--- src/rtl/hex_digit_counter.sv ---
// hex_digit_counter: rate-divided 4-bit up/down counter that feeds a 7-segment
// hex decoder. It has a programmable tick divider, a synchronous parallel load,
// an enable and a direction control.
// Optional feature macro: HEX_DIGIT_COUNTER_CARRY_EN adds a registered `carry`
// output that pulses when a step wraps the digit.
module hex_digit_counter #(
    parameter int unsigned DIV_BASE = 50000000,
    parameter int unsigned DIV_W    = 28
) (
    input  logic       CLOCK_50,
    input  logic       resetn,
    input  logic       en,
    input  logic       up,
    input  logic [1:0] speed,
    input  logic       load,
    input  logic [3:0] load_val,
    output logic [3:0] digit,
    output logic       tick
`ifdef HEX_DIGIT_COUNTER_CARRY_EN
    ,
    output logic       carry
`endif
);

    // Divider reload values: PERIOD(speed) - 1
    localparam logic [DIV_W-1:0] PM1_S0 = DIV_W'(0);
    localparam logic [DIV_W-1:0] PM1_S1 = DIV_W'(DIV_BASE - 1);
    localparam logic [DIV_W-1:0] PM1_S2 = DIV_W'((2 * DIV_BASE) - 1);
    localparam logic [DIV_W-1:0] PM1_S3 = DIV_W'((4 * DIV_BASE) - 1);

    logic [DIV_W-1:0] r_div_cnt;
    logic [1:0]       r_speed_q;
    logic [3:0]       r_digit;
    logic             r_tick;

    logic [DIV_W-1:0] w_period_m1;
    logic [DIV_W-1:0] w_div_nxt;
    logic [3:0]       w_digit_nxt;
    logic             w_tick_nxt;
    logic             w_sel_chg;
    logic             w_step;

    assign w_sel_chg = (speed != r_speed_q);
    assign w_step    = en & (r_div_cnt == DIV_W'(0)) & ~load & ~w_sel_chg;

    // Reload value selected by the live speed input
    always_comb begin
        w_period_m1 = PM1_S0;
        case (speed)
            2'b00: w_period_m1 = PM1_S0;
            2'b01: w_period_m1 = PM1_S1;
            2'b10: w_period_m1 = PM1_S2;
            2'b11: w_period_m1 = PM1_S3;
            default: w_period_m1 = PM1_S0;
        endcase
    end

    // Next-state: load > speed change > step > countdown > hold
    always_comb begin
        w_digit_nxt = r_digit;
        w_div_nxt   = r_div_cnt;
        w_tick_nxt  = 1'b0;
        if (load) begin
            w_digit_nxt = load_val;
            w_div_nxt   = w_period_m1;
        end else if (w_sel_chg) begin
            w_div_nxt   = w_period_m1;
        end else if (w_step) begin
            w_digit_nxt = up ? (r_digit + 4'd1) : (r_digit - 4'd1);
            w_div_nxt   = w_period_m1;
            w_tick_nxt  = 1'b1;
        end else if (en) begin
            w_div_nxt   = r_div_cnt - DIV_W'(1);
        end
    end

    // State registers
    always_ff @(posedge CLOCK_50 or negedge resetn) begin
        if (!resetn) begin
            r_div_cnt <= '0;
            r_speed_q <= 2'b00;
            r_digit   <= 4'h0;
            r_tick    <= 1'b0;
        end else begin
            r_div_cnt <= w_div_nxt;
            r_speed_q <= speed;
            r_digit   <= w_digit_nxt;
            r_tick    <= w_tick_nxt;
        end
    end

    assign digit = r_digit;
    assign tick  = r_tick;

`ifdef HEX_DIGIT_COUNTER_CARRY_EN
    logic r_carry;
    logic w_wrap;

    // Step about to leave F going up, or 0 going down
    assign w_wrap = up ? (r_digit == 4'hF) : (r_digit == 4'h0);

    // Carry pulse aligned with the wrapping step's tick
    always_ff @(posedge CLOCK_50 or negedge resetn) begin
        if (!resetn) begin
            r_carry <= 1'b0;
        end else begin
            r_carry <= w_step & w_wrap;
        end
    end

    assign carry = r_carry;
`endif

endmodule

--- config.mk ---
export PLATFORM = sky130hd
export DESIGN_NAME = hex_digit_counter
export DESIGN_NICKNAME = d
export VERILOG_FILES = /design/src/rtl/hex_digit_counter.sv
export SDC_FILE = /design/constraint.sdc
export NUM_CORES = 1
export LEC_CHECK = 0
export BUFFER_PORTS_ARGS = -buffer_cell sky130_fd_sc_hd__buf_2
export CAP_MARGIN = 15
export CORE_ASPECT_RATIO = 0.7
export CORE_UTILIZATION = 55
export CTS_BUF_LIST = sky130_fd_sc_hd__clkbuf_8
export CTS_CLUSTER_DIAMETER = 100
export CTS_CLUSTER_SIZE = 16
export DETAILED_ROUTE_END_ITERATION = 16
export MAX_ROUTING_LAYER = met4
export PLACE_DENSITY = 0.73
export SLEW_MARGIN = 20
export SYNTH_ARGS = -nofsm -noshare
export SYNTH_HDL_FRONTEND = slang
export SYNTH_SLANG_ARGS = --single-unit
--- constraint.sdc ---
create_clock -name CLOCK_50 -period 4.9 [get_ports CLOCK_50]
set_input_delay 0.735 -clock CLOCK_50 [delete_from_list [all_inputs] [get_ports CLOCK_50]]
set_output_delay 0.735 -clock CLOCK_50 [all_outputs]
set_load 0.02 [all_outputs]
# [After elaboration in Yosys (flattened, before gate mapping)]
# Index checks and enable logic that the tools add are counted.
# Widths: inputs -> output; s select.
[word_totals] ff_bits=35 input_bits=11 word_cells=34
[classes] add_sub_neg=3 n_eq_ne=5 muxes=12 n_bitwise=5 reduce_logical=5
[ops] op="$mux 28" count=4
[ops] op="$pmux 28 s4" count=1
[ops] op="$logic_not 28->1" count=1
[ops] op="$sub 28x1->28 const B" count=1
[ops] op="$mux 4" count=4
[ops] op="$add 4x1->4 const B" count=1
[ops] op="$eq 2x2->1 const B" count=2
[ops] op="$reduce_bool 4->1" count=1
[ops] op="$sub 4x1->4 const B" count=1
[ops] op="$and 1x1->1" count=3
[ops] op="$mux 1" count=3
[ops] op="$eq 2x1->1 const B" count=1
[ops] op="$logic_not 2->1" count=1
[ops] op="$ne 2x2->1" count=1
[ops] op="$ne 2x2->1 const B" count=1
[ops] op="$not 1->1" count=2
[ops] op="$reduce_and 2->1" count=1
[ops] op="$reduce_bool 2->1" count=1

# [Longest topological paths before layout]
# Gate-level depths: netlist (run 1).
[logic_depth] word_depth=7 depth_mapped=9 depth_no_buf=8

# [Worst setup path before layout (run 1)]
# OpenSTA, ideal clock, no wires.
[synth_path] path_type="in2reg" from="in speed[0]" to="reg r_div_cnt[22]" arrival_time_ns=2.358 slack_ns=2.455 stages=6 path_buffers=0 path_cell_list="xor2_1 -> nor3_1 -> o31a_1 -> nand2_1 -> or4_1 -> o211ai_1"
[synth_between] elab_chain_len=6 word_cells_on_any_way=12 cone_classes="eq/ne: 4; mux: 4; bitwise: 2; reduce/logical: 2"
[synth_lines] item="start: declaration" line="14" source="input logic [1:0] speed,"
[synth_lines] item="parallel branches: the longest is 6 deep, another holds $pmux 28 s4"
[synth_lines] item="end signal: assignment" line="85" source="r_div_cnt <= w_div_nxt;"
[synth_lines] item="end: declaration" line="31" source="logic [DIV_W-1:0] r_div_cnt;"
# Parallel ways; which one is timed is not known. The select of a mux whose other input is x is not followed.
# A chain may end at the register's enable or synchronous reset.

# [Worst setup path in the final report (run 1)]
[layout_path] from="reg r_div_cnt[10]" to="reg r_div_cnt[0]"
[layout_between] elab_chain_len=7 word_cells_on_any_way=8 cone_classes="mux: 3; bitwise: 3; reduce/logical: 2"
[layout_lines] item="$logic_not 28->1 (*)" line="44" source="assign w_step = en & (r_div_cnt == DIV_W'(0)) & ~load & ~w_sel_chg;"
[layout_lines] item="$and 1x1->1 (*) (3 in series)" line="44"
[layout_lines] item="$mux 28" line="68" source="end else if (w_step) begin"
[layout_lines] item="$mux 28" line="66" source="end else if (w_sel_chg) begin"
[layout_lines] item="$mux 28" line="63" source="if (load) begin"
# Every way passes the cells marked *; elsewhere a longest branch is shown, timed or not.

==> impl_metrics.env, run 1 <==
export IMPL_status="finished, final reports clean"
export IMPL_max_vdd_ir_drop_mv=0.226
export IMPL_root_buffer="clkbuf_8"
export IMPL_synth_nets=274
export IMPL_fin_crit_sh_pct=62.8
export IMPL_worst_pin_slew_ps=889
export IMPL_synth_commonest_cells="35 x dfrtp_1, 24 x nand2_1, 19 x nor2_1, 19 x o21ai_0, 14 x nor3_1"
export IMPL_viasPerCell=6.43
export IMPL_reg2regPathDepth=5
export IMPL_yosys_top_cells_area="dfrtp_1 39%, ha_1 4.5%, o21ai_0 4.2%"
export IMPL_core_area_um2=3920
export IMPL_fin_nets=286
export IMPL_synth_cells=254
export IMPL_n_fill_cell=330
export IMPL_top_usage_layer="met1"
export IMPL_met2_usage_pct=40.9
export IMPL_synth_avg_cell_area_um2=8.85
export IMPL_ant_nets=0
export IMPL_gp_congestion=0.957
export IMPL_grt_max_degree=36
export IMPL_synth_seq_cells=35
export IMPL_track_usage_pct=30.1
export IMPL_cts_htree_levels=2
export IMPL_route_detailed_wl_per_inst_um=17.8
export IMPL_area_delta_synth_final_pct=9.91
export IMPL_dp_hpwl_um=3940
export IMPL_synth_edf_count=0
export IMPL_crit_type="flip-flop to flip-flop"
export IMPL_start_util_pct=57.3
export IMPL_ff2ff_setup_slack_ps=1820
export IMPL_post_route_util_pct=63.0
export IMPL_cp_slowest_cell="nor4_1"
export IMPL_rsz0062_at_grt="no"
export IMPL_skew_ps=4.54
export IMPL_clk_pin_slew_ps=70
export IMPL_cap_violations=0
export IMPL_grt_overflow=0
export IMPL_critical_path_cell_chain="nor4_1 -> nand3_1 -> o31ai_4 -> and2_1 -> o221ai_1"
export IMPL_max_slew_margin_pct=40.2
export IMPL_end_kind="flip-flop"
export IMPL_synthArstFlopShare_pct=100
export IMPL_timing_rr_start="r_div_cnt[10]$_DFFE_PN0P_"
export IMPL_finalSetupViolCount=0
export IMPL_startpoint_type="flip-flop"
export IMPL_drive_gt1_share_pct=13.5
export IMPL_finalSetupTns_ps=0
export IMPL_drt_pass1_iterations=4
export IMPL_holdBufCountCts=0
export IMPL_grt_pass1_vias=1879
export IMPL_cts_setup_buffers=0
export IMPL_synth_ff_type="dfrtp_1"
export IMPL_synthesis_area_um2=2250
export IMPL_crit_required_ps=5060
export IMPL_ys_seq_area_share_pct=39.0
export IMPL_rr_endpoint="r_div_cnt[0]$_DFFE_PN0P_"
export IMPL_cp_arrival_ps=3230
export IMPL_synth_area_leader_cell="dfrtp_1"
export IMPL_power_leakage_nw=0.946
export IMPL_clock_latency_ps=300
export IMPL_antenna_found_initial=0
export IMPL_grt_first_pass_wirelength_um=9560
export IMPL_cts_buffers_inserted=5
export IMPL_drc_errors=0
export IMPL_grtUsageMet3_pct=6.78
export IMPL_vias=2052
export IMPL_yosysTopAreaCellShare_pct=39.0
export IMPL_critPathLaunch="r_div_cnt[10]$_DFFE_PN0P_"
export IMPL_cp_max_fo=19
export IMPL_placed_cells=311
export IMPL_clk_path_buf_depth=2
export IMPL_cts_resized=0
export IMPL_cts_sinks=35
export IMPL_p_total_mw=0.736
export IMPL_row_count=19
export IMPL_cts_tree="yes"
export IMPL_grt_use_met1_pct=44.6
export IMPL_drtIter0Drc=183
export IMPL_period_needed_ps=3080
export IMPL_hold_viol_final=0
export IMPL_crit_family="simple AND/OR/NAND/NOR gates"
export IMPL_worst_path_buf_inv=0
export IMPL_die_area_um2=4350
export IMPL_holdCritPathClass="input port to async pin"
export IMPL_max_freq_ghz=0.325
export IMPL_fin_cells=319
export IMPL_io_pins=16
export IMPL_fp_dieH_um=55.5
export IMPL_synth_most_common_cell="dfrtp_1"
export IMPL_yosysUniqueCellTypes=54
export IMPL_yosys_warnings=0
export IMPL_maxSlewViolCount=0
export IMPL_die_w_um=78.4
export IMPL_io_buffers=15
export IMPL_crit_path_max_incr_delay_ps=790
export IMPL_wirelength_um=5680
export IMPL_antenna_cells=0
export IMPL_powerDensity_nw_per_um2=298
## power breakdown
| group | internal [mW] | total, mW | leakage, nW | switching (mW) |
|---|---|---|---|---|
| Sequential | 0.315 | 0.344 | 0.413 | 0.0290 |
| Clock | 0.165 | 0.274 | 0.0612 | 0.109 |
| Combinational | 0.0446 | 0.118 | 0.472 | 0.0737 |
| Total | 0.524 | 0.736 | 0.946 | 0.212 |
## cells by family after synthesis
logic type	Yosys count	synth area share, %
fa+ha+maj	9	5.34
flops	35	39.0
simple gates	106	25.0
xor+xnor	11	4.28
mux	3	1.34
compound gates	70	21.1
buf+inv	20	3.95
## layer usage
metal | routed length (um) | vias to the layer above
met4 | 120 | 0
met2 | 2340 | 96
met5 | 0 | -
met3 | 531 | 15
li1 | - | 974
met1 | 2690 | 967
## per-stage QoR
stage / worst slack (ps) / instance area [um^2] / hold slack (ps)
after floorplan: 2460 / 2250 / 439
after global placement: 1870 / 2350 / 524
after detailed placement: 1770 / 2350 / 535
after CTS: 1890 / 2470 / 546
after global routing: 1530 / 2470 / 579
final: 1820 / 2470 / 521
## how the worst max path moves through the flow
stage | end | slack, ps | cells past startpoint
after global placement | r_div_cnt[0]$_DFFE_PN0P_ | 1870 | 6
final | r_div_cnt[0]$_DFFE_PN0P_ | 1820 | 5
after detailed placement | r_div_cnt[0]$_DFFE_PN0P_ | 1770 | 6
after floorplan | r_div_cnt[22]$_DFFE_PN0P_ | 2460 | 6
after CTS | r_div_cnt[0]$_DFFE_PN0P_ | 1890 | 5
after global routing | r_div_cnt[0]$_DFFE_PN0P_ | 1530 | 5
## cell type report
cell class | count | area [um^2] | area share, %
clock buffer | 6 | 82.6 | 3.34
clock inverter | 2 | 35.0 | 1.42
inverter | 7 | 26.3 | 1.06
multi-input combinational | 199 | 1290 | 52.2
sequential | 35 | 876 | 35.4
tap | 52 | 65.1 | 2.63
timing repair buffer | 18 | 97.6 | 3.95
## placed cells by master (no fill, tap or decap), types with 3 or more instances in the layout
cell type	count
dfrtp_1	35
nand2_1	24
nor2_1	19
o21ai_0	19
buf_2	15
nor3_1	13
nor4_1	10
nand3_1	10
a21oi_1	10
ha_1	8
inv_1	7
nand4_1	6
o21a_1	6
xnor2_1	6
clkbuf_8	6
xor2_1	5
or3_1	5
o22ai_1	4
o21ai_1	4
a311oi_1	4
nor3_2	3
a31oi_1	3
and2_1	3
o211ai_1	3
mux2i_1	3
buf_4	3
## registers in the layout (all words and copies together) (netlist names)
signal / count
r_div_cnt: 28
digit: 4
r_speed_q: 2
tick: 1
(Power assumes the default switching activity.)
==> inputs of run 2 (changes only) <==
==> constraint.sdc (replaced) <==
create_clock -name CLOCK_50 -period 3.2 [get_ports CLOCK_50]
set_input_delay 0.48 -clock CLOCK_50 [delete_from_list [all_inputs] [get_ports CLOCK_50]]
set_output_delay 0.48 -clock CLOCK_50 [all_outputs]
set_load 0.02 [all_outputs]
==> run 2 against run 1 <==
  * Worst hold slack worse by 250 ps
  * Critical endpoint is now r_div_cnt[21]$_DFFE_PN0P_
  * Highest routed layer unchanged
  * Critical path type unchanged
  * Largest cell class unchanged
  * Register-to-register slack worse by 1400 ps
  * Wire length is 1.3% higher
  * Clock skew is 4.7 ps higher
==> impl_metrics.env, run 2 (synthesis results as in run 1) <==
export IMPL_antenna_cells=0
export IMPL_max_freq_ghz=0.363
export IMPL_cts_buffers_inserted=5
export IMPL_cts_sinks=35
export IMPL_start_util_pct=57.3
export IMPL_final_common_cell="dfrtp_1"
export IMPL_postLayoutCellArea_um2=2470
export IMPL_placed_area_um2=2400
export IMPL_grt_overflow=0
export IMPL_io_pins=16
export IMPL_clock_latency_ps=290
export IMPL_end_kind="flip-flop"
export IMPL_holdCritPathClass="input port to async pin"
export IMPL_die_w_um=78.4
export IMPL_io_buffers=15
export IMPL_sw_frac_of_total_pct=30.7
export IMPL_cts_resized=0
export IMPL_cp_max_fo=15
export IMPL_drc_errors=0
export IMPL_placed_cells=317
export IMPL_cp_arrival_ps=2940
export IMPL_cts_htree_levels=2
export IMPL_finalSetupTns_ps=0
export IMPL_max_vdd_ir_drop_mv=0.320
export IMPL_crit_type="flip-flop to flip-flop"
export IMPL_viasPerCell=6.44
export IMPL_drtIter0Drc=236
export IMPL_power_internal_mw=0.696
export IMPL_cts_setup_buffers=0
export IMPL_dp_hpwl_um=4130
export IMPL_power_switching_mw=0.308
export IMPL_drt_pass1_iterations=7
export IMPL_cts_tree="yes"
export IMPL_layout_common_cells="35 x dfrtp_1, 24 x nand2_1, 19 x nor2_1, 19 x o21ai_0, 15 x buf_2"
export IMPL_hold_viol_final=0
export IMPL_largest_reg_flops=28
export IMPL_startpoint_type="flip-flop"
export IMPL_reg2regPathDepth=6
export IMPL_grt_max_degree=36
export IMPL_grt_pass1_vias=1886
export IMPL_grt_first_pass_wirelength_um=9530
export IMPL_power_frac_seq_pct=52.5
export IMPL_cap_violations=0
export IMPL_area_delta_synth_final_pct=9.91
export IMPL_route_detailed_wl_per_inst_um=17.8
export IMPL_status="finished, final reports clean"
export IMPL_ant_nets=0
export IMPL_timing_rr_start="r_div_cnt[16]$_DFFE_PN0P_"
export IMPL_fp_dieH_um=55.5
export IMPL_finalSetupViolCount=0
export IMPL_worst_pin_slew_ps=769
export IMPL_gp_congestion=0.914
export IMPL_row_count=19
export IMPL_fin_cells=323
export IMPL_fin_crit_sh_pct=86.2
export IMPL_power_leakage_nw=0.956
export IMPL_track_usage_pct=29.9
export IMPL_rr_endpoint="r_div_cnt[21]$_DFFE_PN0P_"
export IMPL_combPwrFrac_pct=18.5
export IMPL_regMostFlops="r_div_cnt"
export IMPL_clk_path_buf_depth=2
export IMPL_ff2ff_setup_slack_ps=440
export IMPL_drive_gt1_share_pct=14.4
export IMPL_clk_pin_slew_ps=70
export IMPL_antenna_found_initial=0
export IMPL_skew_ps=9.23
export IMPL_max_slew_margin_pct=48.7
export IMPL_holdBufCountCts=0
export IMPL_crit_required_ps=3380
export IMPL_rsz0062_at_grt="no"
export IMPL_root_buffer="clkbuf_8"
export IMPL_core_area_um2=3920
export IMPL_hold_slack_ps=267
export IMPL_power_frac_clock_pct=28.9
export IMPL_vias=2079
export IMPL_period_needed_ps=2760
export IMPL_powerDensity_nw_per_um2=406
export IMPL_maxSlewViolCount=0
export IMPL_fin_nets=292
export IMPL_wirelength_um=5760
export IMPL_die_area_um2=4350
## run 2: changes by cell type in the layout (fill, tap and decap cells not counted)
cell,before,now
clkinv_2,1,0
bufinv_16,1,0
inv_1,7,8
buf_4,3,9
clkbuf_8,6,5
## run 2: through the flow
step	utilization (%)	setup WS, ps	total power [mW]
detailed placement	61.1	476	0.718
floorplan	-	817	0.649
global route	63.0	277	1.06
finish	63.0	442	1.00
CTS	63.0	466	1.01
global placement	61.1	536	0.715
## run 2: power by group through the flow
stage | Combinational, mW | Sequential (mW) | Clock (mW)
final | 0.186 | 0.527 | 0.290
after global routing | 0.207 | 0.533 | 0.319
after CTS | 0.185 | 0.526 | 0.297
after floorplan | 0.120 | 0.529 | 0
after global placement | 0.182 | 0.533 | 0
after detailed placement | 0.184 | 0.533 | 0
## run 2: area by class of cell
cell class	instances	area (um^2)
multi-input cells	199	1290
clock buffers	5	68.8
clock inverters	1	3.75
inverters	7	26.3
well taps	52	65.1
repair buffers	24	143
fillers	332	1450
flip-flops and latches	35	876
## run 2: worst max path at each step
| stage | startpoint | endpoint | slack, ps | cells after the start |
|---|---|---|---|---|
| after CTS | r_div_cnt[16]$_DFFE_PN0P_ | r_div_cnt[21]$_DFFE_PN0P_ | 470 | 6 |
| after floorplan | r_div_cnt[16]$_DFFE_PN0P_ | digit[1]$_DFFE_PN0P_ | 820 | 8 |
| final | r_div_cnt[16]$_DFFE_PN0P_ | r_div_cnt[21]$_DFFE_PN0P_ | 440 | 6 |
| after global routing | r_div_cnt[14]$_DFFE_PN0P_ | r_div_cnt[21]$_DFFE_PN0P_ | 280 | 6 |
| after global placement | r_div_cnt[16]$_DFFE_PN0P_ | digit[1]$_DFFE_PN0P_ | 540 | 6 |
| after detailed placement | r_div_cnt[16]$_DFFE_PN0P_ | digit[2]$_DFFE_PN0P_ | 480 | 6 |
## run 2: worst max-delay path, cell delays in order (launching register included)
cell and delay [ps]:
dfrtp_1 410, or4_4 570, or3_1 550, o31a_1 570
o21ai_0 170, a21oi_1 100, a311oi_1 290
## run 2: routing by layer
layer  part of all wire, %  GRT usage, %  vias to the layer above  routed length, um
met1                    48          44.4                      972               2760
met2                    42          39.3                      110               2430
met4                   1.5          8.99                        0                 89
met3                   8.4          7.93                       13                483
met5                     0             -                        -                  0
li1                      -             -                      984                  -
==> inputs of run 3 (changes only) <==
--- a/config.mk
+++ b/config.mk
@@ -7,7 +7,6 @@
 export LEC_CHECK = 0
 export BUFFER_PORTS_ARGS = -buffer_cell sky130_fd_sc_hd__buf_2
 export CAP_MARGIN = 15
-export CORE_ASPECT_RATIO = 0.7
 export CORE_UTILIZATION = 55
 export CTS_BUF_LIST = sky130_fd_sc_hd__clkbuf_8
 export CTS_CLUSTER_DIAMETER = 100
@@ -15,6 +14,7 @@
 export DETAILED_ROUTE_END_ITERATION = 16
 export MAX_ROUTING_LAYER = met4
 export PLACE_DENSITY = 0.73
+export REMOVE_ABC_BUFFERS = 1
 export SLEW_MARGIN = 20
 export SYNTH_ARGS = -nofsm -noshare
 export SYNTH_HDL_FRONTEND = slang
==> run 3 against run 2 <==
  * Sequential power about the same
  * Flip-flop and latch count stayed put
  * Die area fell by 0.10%
  * Worst setup slack got worse by 15 ps
  * Count of clock-buffer cells in the layout is the same
  * First-iteration DRC count decreased by 25%
  * Maximum frequency decreased by 0.54%
  * Largest cell class unchanged
  * Largest power group unchanged
==> impl_metrics.env, run 3 (synthesis results as in run 1) <==
export IMPL_route_detailed_wl_per_inst_um=17.7
export IMPL_fin_crit_sh_pct=86.7
export IMPL_vias=2096
export IMPL_max_freq_ghz=0.361
export IMPL_max_slew_margin_pct=47.2
export IMPL_wirelength_um=5730
export IMPL_post_route_util_pct=65.8
export IMPL_finalSetupTns_ps=0
export IMPL_dp_hpwl_um=3980
export IMPL_fin_nets=295
export IMPL_die_area_um2=4350
export IMPL_skew_ps=3.86
export IMPL_hold_viol_final=0
export IMPL_placed_cells=316
export IMPL_gp_congestion=0.924
export IMPL_rsz0062_at_grt="no"
export IMPL_power_frac_clock_pct=30.8
export IMPL_drt_pass1_iterations=5
export IMPL_regMostFlops="r_div_cnt"
export IMPL_final_common_cell="dfrtp_1"
export IMPL_clk_pin_slew_ps=70
export IMPL_worst_pin_slew_ps=792
export IMPL_largest_reg_flops=28
export IMPL_area_delta_synth_final_pct=11.2
export IMPL_ant_nets=0
export IMPL_cap_violations=0
export IMPL_grt_first_pass_wirelength_um=9490
export IMPL_finalSetupViolCount=0
export IMPL_combPwrFrac_pct=18.2
export IMPL_max_vdd_ir_drop_mv=0.341
export IMPL_setup_ws_ps=427
export IMPL_crit_required_ps=3380
export IMPL_antenna_cells=0
export IMPL_drtIter0Drc=177
export IMPL_holdBufCountCts=0
export IMPL_power_frac_seq_pct=51.0
export IMPL_grt_pass1_vias=1941
export IMPL_top_layer_used="met4"
export IMPL_cts_setup_buffers=0
export IMPL_holdCritPathClass="input port to async pin"
export IMPL_core_area_um2=3800
export IMPL_startpoint_type="flip-flop"
export IMPL_die_w_um=65.9
export IMPL_cp_arrival_ps=2950
export IMPL_routed_wl_met2_um=2720
export IMPL_viasPerCell=6.47
export IMPL_grt_overflow=0
export IMPL_layout_common_cells="35 x dfrtp_1, 24 x nand2_1, 19 x nor2_1, 19 x o21ai_0, 15 x buf_2"
export IMPL_cts_sinks=35
export IMPL_fin_cells=324
export IMPL_powerDensity_nw_per_um2=413
export IMPL_cp_max_fo=14
export IMPL_status="finished, final reports clean"
export IMPL_drc_errors=0
export IMPL_power_leakage_nw=0.977
export IMPL_antenna_found_initial=0
export IMPL_cts_buffers_inserted=5
export IMPL_crit_type="flip-flop to flip-flop"
export IMPL_sw_frac_of_total_pct=31.6
export IMPL_placed_area_um2=2420
export IMPL_period_needed_ps=2770
export IMPL_start_util_pct=59.2
export IMPL_grt_max_degree=36
export IMPL_row_count=22
export IMPL_io_buffers=15
export IMPL_m1WireLength_um=2470
export IMPL_drive_gt1_share_pct=16.3
export IMPL_maxSlewViolCount=0
export IMPL_wl_met3_um=413
export IMPL_clock_latency_ps=290
export IMPL_cts_tree="yes"
export IMPL_track_usage_pct=30.1
export IMPL_p_total_mw=1.03
export IMPL_power_internal_mw=0.706
export IMPL_fp_dieH_um=65.9
export IMPL_power_switching_mw=0.326
export IMPL_cts_resized=0
export IMPL_preCtsSetupSlack_ps=458
export IMPL_cts_htree_levels=2
export IMPL_io_pins=16
export IMPL_end_kind="flip-flop"
export IMPL_hold_slack_ps=268
export IMPL_postLayoutCellArea_um2=2500
export IMPL_root_buffer="clkbuf_8"
export IMPL_clk_path_buf_depth=2
-- run 3: cell types whose count changed in the layout (fill, tap and decap cells not counted), sizes merged --
cell / change
clkinv: +3
buf: +3
inv: -1
-- run 3: power by group through the flow --
stage | combinational [mW] | clock (mW) | sequential [mW]
2_1_floorplan | 0.113 | 0 | 0.529
3_3_place_gp | 0.181 | 0 | 0.533
3_5_place_dp | 0.186 | 0 | 0.534
4_1_cts | 0.186 | 0.321 | 0.525
5_1_grt | 0.208 | 0.343 | 0.532
6_report | 0.187 | 0.318 | 0.526
-- run 3: metal layers --
layer | GRT usage [%] | vias up
met3 | 6.38 | 13
met4 | 12.5 | 0
met2 | 46.7 | 114
met1 | 38.2 | 987
met5 | - | -
li1 | - | 982
-- run 3: area by class of cell --
| cell class | count | area, um^2 |
|---|---|---|
| clock buffer | 5 | 68.8 |
| fill | 307 | 1300 |
| inverter | 7 | 26.3 |
| multi-input combinational | 199 | 1290 |
| tap | 48 | 60.1 |
| clock inverter | 3 | 15.0 |
| timing repair buffer | 27 | 165 |
| sequential | 35 | 876 |
-- run 3: worst max-delay path: stages, from the launching register on --
cell	delay, ps
dfrtp_1	420
or4_4	570
or3_1	560
or3_1	620
nor2_4	200
mux2i_1	210
o21ai_1	70
-- run 3: worst paths after layout --
check | slack, ps | cells past startpoint | endpoint | startpoint
max | 430 | 6 | digit[2]$_DFFE_PN0P_ | r_div_cnt[16]$_DFFE_PN0P_
min | 270 | 1 | digit[2]$_DFFE_PN0P_ | resetn
max reg2reg | 430 | 6 | digit[2]$_DFFE_PN0P_ | r_div_cnt[16]$_DFFE_PN0P_
min reg2reg | 550 | 2 | r_div_cnt[19]$_DFFE_PN0P_ | r_div_cnt[19]$_DFFE_PN0P_
max in group asynchronous | 2430 | 1 | tick$_DFF_PN0_ | resetn
min in group CLOCK_50 | 370 | 1 | r_speed_q[0]$_DFF_PN0_ | speed[0]
